[config.mk]
export PLATFORM = sky130hd
export DESIGN_NAME = ebi_master
export DESIGN_NICKNAME = d
export VERILOG_FILES = /design/src/rtl/ebi_pkg.sv /design/src/rtl/ebi_phase_timer.sv /design/src/rtl/ebi_master.sv
export SDC_FILE = /design/constraint.sdc
export NUM_CORES = 1
export LEC_CHECK = 0
export CAP_MARGIN = 0
export CORE_MARGIN = 4
export CORE_UTILIZATION = 43
export DETAILED_ROUTE_END_ITERATION = 12
export GPL_TIMING_DRIVEN = 1
export PLACE_DENSITY_LB_ADDON = 0.12
export SETUP_SLACK_MARGIN = 0.02
export SYNTH_ARGS = -nofsm -noshare
export SYNTH_HDL_FRONTEND = slang
export SYNTH_HIERARCHICAL = 1
export SYNTH_SLANG_ARGS = --single-unit
export TNS_END_PERCENT = 30
[constraint.sdc]
create_clock -name clk -period 3.05 [get_ports clk]
set_input_delay 0.305 -clock clk [delete_from_list [all_inputs] [get_ports clk]]
set_output_delay 0.305 -clock clk [all_outputs]
set_load 0.03 [all_outputs]
[src/rtl/ebi_pkg.sv]
// rtl/ebi_pkg.sv - shared types and widths for the EBI bus initiator
package ebi_pkg;

    localparam int EBI_AD_W = 16;
    localparam int TIMER_W  = 4;

    typedef enum logic [2:0] {
        ST_IDLE,
        ST_ASETUP,
        ST_ALE,
        ST_AHOLD,
        ST_STROBE,
        ST_DHOLD,
        ST_TURN
    } ebi_state_t;

    typedef struct packed {
        logic                write;
        logic [EBI_AD_W-1:0] addr;
        logic [EBI_AD_W-1:0] wdata;
    } ebi_req_t;

endpackage

[src/rtl/ebi_phase_timer.sv]
// rtl/ebi_phase_timer.sv - down counter that measures the length of one bus phase
module ebi_phase_timer
    import ebi_pkg::*;
(
    input  logic               clk,
    input  logic               reset_n,
    input  logic               i_load,
    input  logic [TIMER_W-1:0] i_value,
    output logic               o_done
);

    logic [TIMER_W-1:0] r_count;

    // load phase length minus one on state entry, then count down to zero and hold
    always_ff @(posedge clk or negedge reset_n) begin
        if (!reset_n) begin
            r_count <= '0;
        end else if (i_load) begin
            r_count <= i_value;
        end else if (r_count != '0) begin
            r_count <= r_count - 1'b1;
        end
    end

    assign o_done = (r_count == '0);

endmodule

[src/rtl/ebi_master.sv]
// rtl/ebi_master.sv - single-word initiator for the multiplexed 16-bit EBI bus
module ebi_master
    import ebi_pkg::*;
#(
    parameter int ADDR_SETUP   = 1,
    parameter int ALE_WIDTH    = 1,
    parameter int ADDR_HOLD    = 1,
    parameter int STROBE_WIDTH = 2,
    parameter int DATA_HOLD    = 1,
    parameter int TURNAROUND   = 1
) (
    input  logic                clk,
    input  logic                reset_n,
    input  logic                req_valid,
    output logic                req_ready,
    input  logic                req_write,
    input  logic [EBI_AD_W-1:0] req_addr,
    input  logic [EBI_AD_W-1:0] req_wdata,
    output logic                rsp_valid,
    output logic                rsp_write,
    output logic [EBI_AD_W-1:0] rsp_rdata,
    output logic [EBI_AD_W-1:0] EBI_AD_out,
    output logic                EBI_AD_oe,
    input  logic [EBI_AD_W-1:0] EBI_AD_in,
    output logic                EBI_ALE,
    output logic                EBI_WE,
    output logic                EBI_RE
);

    if (ADDR_SETUP < 1 || ADDR_SETUP > 15 || ALE_WIDTH < 1 || ALE_WIDTH > 15 ||
        ADDR_HOLD < 1 || ADDR_HOLD > 15 || STROBE_WIDTH < 1 || STROBE_WIDTH > 15 ||
        DATA_HOLD < 1 || DATA_HOLD > 15 || TURNAROUND < 1 || TURNAROUND > 15) begin : g_bad_param
        $error("ebi_master: every phase length must be within 1..15");
    end

    ebi_state_t          r_state;
    ebi_state_t          w_next;
    ebi_req_t            r_req;
    ebi_req_t            w_req;
    logic                w_accept;
    logic                w_done;
    logic                w_load;
    logic [TIMER_W-1:0]  w_load_val;
    logic                w_leave_strobe;
    logic                w_ready_n;
    logic                w_oe_n;
    logic [EBI_AD_W-1:0] w_ad_n;
    logic                w_ale_n;
    logic                w_we_n;
    logic                w_re_n;

    assign w_accept       = (r_state == ST_IDLE) && req_valid && req_ready;
    assign w_leave_strobe = (r_state == ST_STROBE) && w_done;
    assign w_load         = (w_next != r_state);

    ebi_phase_timer u_timer (
        .clk     (clk),
        .reset_n (reset_n),
        .i_load  (w_load),
        .i_value (w_load_val),
        .o_done  (w_done)
    );

    // phase sequencing: each non-idle phase ends when its timer runs out
    always_comb begin
        w_next = r_state;
        case (r_state)
            ST_IDLE:   if (w_accept) w_next = ST_ASETUP;
            ST_ASETUP: if (w_done)   w_next = ST_ALE;
            ST_ALE:    if (w_done)   w_next = ST_AHOLD;
            ST_AHOLD:  if (w_done)   w_next = ST_STROBE;
            ST_STROBE: if (w_done)   w_next = ST_DHOLD;
            ST_DHOLD:  if (w_done)   w_next = ST_TURN;
            ST_TURN:   if (w_done)   w_next = ST_IDLE;
            default:                 w_next = ST_IDLE;
        endcase
    end

    // length of the phase being entered, minus one
    always_comb begin
        w_load_val = '0;
        case (w_next)
            ST_ASETUP: w_load_val = TIMER_W'(ADDR_SETUP - 1);
            ST_ALE:    w_load_val = TIMER_W'(ALE_WIDTH - 1);
            ST_AHOLD:  w_load_val = TIMER_W'(ADDR_HOLD - 1);
            ST_STROBE: w_load_val = TIMER_W'(STROBE_WIDTH - 1);
            ST_DHOLD:  w_load_val = TIMER_W'(DATA_HOLD - 1);
            ST_TURN:   w_load_val = TIMER_W'(TURNAROUND - 1);
            default:   w_load_val = '0;
        endcase
    end

    // bus pin values for the phase being entered, so the registered pins line up with the state
    always_comb begin
        w_req     = w_accept ? {req_write, req_addr, req_wdata} : r_req;
        w_ready_n = 1'b0;
        w_oe_n    = 1'b0;
        w_ad_n    = '0;
        w_ale_n   = 1'b1;
        w_we_n    = 1'b1;
        w_re_n    = 1'b1;
        case (w_next)
            ST_IDLE: w_ready_n = 1'b1;
            ST_ASETUP, ST_AHOLD: begin
                w_oe_n = 1'b1;
                w_ad_n = w_req.addr;
            end
            ST_ALE: begin
                w_oe_n  = 1'b1;
                w_ad_n  = w_req.addr;
                w_ale_n = 1'b0;
            end
            ST_STROBE: begin
                if (w_req.write) begin
                    w_oe_n = 1'b1;
                    w_ad_n = w_req.wdata;
                    w_we_n = 1'b0;
                end else begin
                    w_re_n = 1'b0;
                end
            end
            ST_DHOLD: begin
                if (w_req.write) begin
                    w_oe_n = 1'b1;
                    w_ad_n = w_req.wdata;
                end
            end
            default: ;
        endcase
    end

    // state and latched request
    always_ff @(posedge clk or negedge reset_n) begin
        if (!reset_n) begin
            r_state <= ST_IDLE;
            r_req   <= '0;
        end else begin
            r_state <= w_next;
            if (w_accept) r_req <= {req_write, req_addr, req_wdata};
        end
    end

    // registered bus pins and request handshake
    always_ff @(posedge clk or negedge reset_n) begin
        if (!reset_n) begin
            req_ready  <= 1'b0;
            EBI_AD_oe  <= 1'b0;
            EBI_AD_out <= '0;
            EBI_ALE    <= 1'b1;
            EBI_WE     <= 1'b1;
            EBI_RE     <= 1'b1;
        end else begin
            req_ready  <= w_ready_n;
            EBI_AD_oe  <= w_oe_n;
            EBI_AD_out <= w_ad_n;
            EBI_ALE    <= w_ale_n;
            EBI_WE     <= w_we_n;
            EBI_RE     <= w_re_n;
        end
    end

    // completion pulse on the edge that ends the strobe; read data captured on that same edge
    always_ff @(posedge clk or negedge reset_n) begin
        if (!reset_n) begin
            rsp_valid <= 1'b0;
            rsp_write <= 1'b0;
            rsp_rdata <= '0;
        end else begin
            rsp_valid <= w_leave_strobe;
            if (w_leave_strobe) begin
                rsp_write <= r_req.write;
                if (!r_req.write) rsp_rdata <= EBI_AD_in;
            end
        end
    end

endmodule

==> impl_results.md <==
* Main combinational cell family by area after synthesis: multiplexers
* FF+latch count, synth at 79
* WL met2 at roughly 3600 um
* Post-synthesis simple-gate area fraction at 0.135
* Routed WL per cell at around 15 um
* Max-slew headroom at 0.362
* Distinct cells, synth at between 40 and 50
* Cell taking the most area after synthesis: dfrtp_1
* Post-synthesis adder-cell area fraction at 0.00345
* Setup slack, reg-to-reg at 0.48 ns
* Setup-failing EPs final at 0
* Fin Clk Skew at approximately 0.008 ns
* Synth warnings at 6
* DRC viols at 0
* First-pass GRT wire length at 13,000 um
* Cts hold-fix bufs at 0
* Final Hold Fails at 0
* Non-filler instance count after layout at between 500 and 600
* Die ar. at 0.00996 mm2
* Ports at between 90 and 100
* RSZ-0062 raised after global routing: false
* Fin crit share at 0.844
* Number of port buffers at 90
* M1 WL at approximately 3500 um
* TritonRoute pass-1 iters at 4
* Outcome: complete, no violations
* Post-synth EDFFs at 0
* H-Tree Depth at 3
* Synth top area cells: dfrtp_1 (52%), nand2_1 (9.0%), mux2_4 (5.8%), mux2i_1 (5.0%), mux2_2 (4.0%)
* Total global routing track utilization at 0.166
* Part of the Yosys area used for sequential elements at 0.547
* GP Congestion at about 0.77
* Detailed Place HPWL at about 5300 um
* Critical path type: flop to flop
* Compound-cell area share of the yosys netlist at 0.0798
* Core box area at between 0.008 and 0.009 mm2
* Worst setup EP type: flop
* Initial Util at 0.441
* Mux contribution to synthesized area at 0.170
* Min-delay worst type: primary input to async pin
* Crit-path max FO at 13
* CTS tree: built
* Setup ws final at 0.477 ns
* ANT cells at 0
* Startpoint type of the worst setup path: flop
* Tmin final at 2.57 ns
* Vias in the first global route at around 2,600
* Starting DRC count in detailed routing at a little under 100
* Slew @ Worst Pin at 0.956 ns
* Arrival @ worst endpoint at about 2.8 ns
* Largest net degree at the start of global routing at 80
* XOR/XNOR Fraction of Synth Area at 0.00242
* Area Growth Syn to Fin at 31.7%
* R2r endpoint: EBI_AD_out[12]$_DFF_PN0_
* Post-Route WL at around 7700 um
* Max clock buf depth at 2
* Top cell type's share of synthesized area at 0.525
* Post-CTS Setup Repair Bufs at 0
* Critical register-to-register path startpoint: u_timer/r_count[0]$_DFFE_PN0P_
* Placed cells at between 400 and 500
* Power Total at 0.00484 W
* Dominant synthesized flop cell: dfrtp_1
* Total grt overflow at 0
* CP endpoint: EBI_AD_out[12]$_DFF_PN0_
* Floorplan die width at ~100 um
* DR vias/cell at between 4 and 5
* Most frequent cells in the layout: clkdlybuf4s50_1 (89), nand2_1 (87), dfrtp_1 (76), inv_1 (19), mux2i_1 (18)
* Worst VDD drop at 0.484 mV
* Leading cell type in the layout, fill and taps excluded: clkdlybuf4s50_1
* Layout cell share with drive strength beyond 1 at 0.175
* Static leakage at about 2.3 nW
* Fillcell total at between 700 and 800
* Clock tree root driver cell: clkbuf_8
* Dpl ws at a little over 0.5 ns
* Final Max Tran Viols at 0
* Antenna violations before repair at 0
* Critical Path RT at about 3.3 ns
* Post-Syn Area at 0.00362 mm2
* Chip height at approximately 100 um
* DR WL met3 at about 440 um
* # Max-Cap Violations at 0
* Fin nets at ~450
* Ys async rst share at 1.00
* Synth Instances at ~310
* Worst skew pair latency at approximately 0.35 ns
* TNS Setup at 0 ns
* Post_cts resized at 0
* Peak Freq at between 300 and 400 MHz
* PD cells at 1010 mW/mm2
* Clock sink count at 79
* Clk pin slew, worst setup/hold paths at around 0.080 ns
* Syn_area_per_cell at ~12 um2
* DR top layer: met4
* Routed Antenna Nets at 0
* Detailed-route via count at 2,450
* Num CTS Buffers at 9
* Setup crit start: u_timer/r_count[0]$_DFFE_PN0P_
* Std cell rows at 33
* Register-to-Register Path Depth at 7
[registers in the layout, summed over array words and instances, names as in the netlist]
signal	count
req_ready	1
rsp_rdata	16
r_state	3
EBI_ALE	1
EBI_AD_out	16
EBI_RE	1
rsp_write	1
rsp_valid	1
r_req	33
EBI_AD_oe	1
u_timer/r_count	4
EBI_WE	1
[stage by stage]
step                utilization  area, um2  hold WS [ns]
global placement          0.554       4550         0.458
detailed placement        0.554       4550         0.462
CTS                       0.581       4770         0.139
finish                    0.581       4770         0.107
global route              0.581       4770         0.179
floorplan                     -       3630       0.00941
[Yosys cell counts (all sizes together) (2+ instances only)]
cell,n
a21oi,3
mux2,34
nor2b,3
nor3,3
clkbuf,5
inv,19
buf,15
mux2i,18
nand2,87
o22ai,16
nor3b,3
o21a,2
a21o,2
o21ai,7
dfstp,3
nor2,3
dfrtp,76
[power by group]
group | switching [W] | internal [W] | total [W] | leakage [nW]
combinational | 0.00116 | 0.00101 | 0.00217 | 1.16
clock | 0.000392 | 0.000464 | 0.000855 | 0.114
sequential | 0.000292 | 0.00152 | 0.00181 | 1.01
total | 0.00184 | 0.00299 | 0.00484 | 2.28
[cell type report]
type	instances	area, um2	share of cell area
tap	105	131	0.0275
timing repair buffer	96	943	0.198
inverter	19	71.3	0.0149
clock inverter	7	96.3	0.0202
multi-input combinational	196	1430	0.299
sequential	79	1980	0.415
clock buffer	9	124	0.0260
[worst min-delay path by stage]
stage                       startpoint  slack (ns)  cells after the start                   endpoint
floorplan                      reset_n       0.009                      0        EBI_AD_oe$_DFF_PN0_
global placement    r_req[5]$_DFF_PN0_        0.46                      2         r_req[5]$_DFF_PN0_
detailed placement  r_req[5]$_DFF_PN0_        0.46                      2         r_req[5]$_DFF_PN0_
CTS                            reset_n        0.14                      1  rsp_rdata[10]$_DFFE_PN0P_
global route                   reset_n        0.18                      1  rsp_rdata[10]$_DFFE_PN0P_
finish                         reset_n        0.11                      1  rsp_rdata[11]$_DFFE_PN0P_
[routing by layer]
layer	vias up	track usage
met5	-	0
met1	1178	0.225
met2	65	0.261
met3	4	0.0445
li1	1203	-
met4	0	0.0536
[worst max-delay path: stages (launching register included)]
cell and delay (ns):
dfrtp_1 0.38, inv_1 0.09, ha_1 0.21, nor3b_4 0.46
nand2_1 0.23, a21oi_2 0.69, buf_4 0.29, o22ai_1 0.08
[cells by family (layout without fill, tap and decap cells)]
group | count (synthesis) | after routing
buf+inv | 39 | 131
compound gates | 35 | 35
xor+xnor | 1 | 1
simple gates | 104 | 104
fa+ha+maj | 1 | 1
other cells | 1 | 3
mux | 52 | 52
flops | 79 | 79
Power figures use the tool's default switching activity.
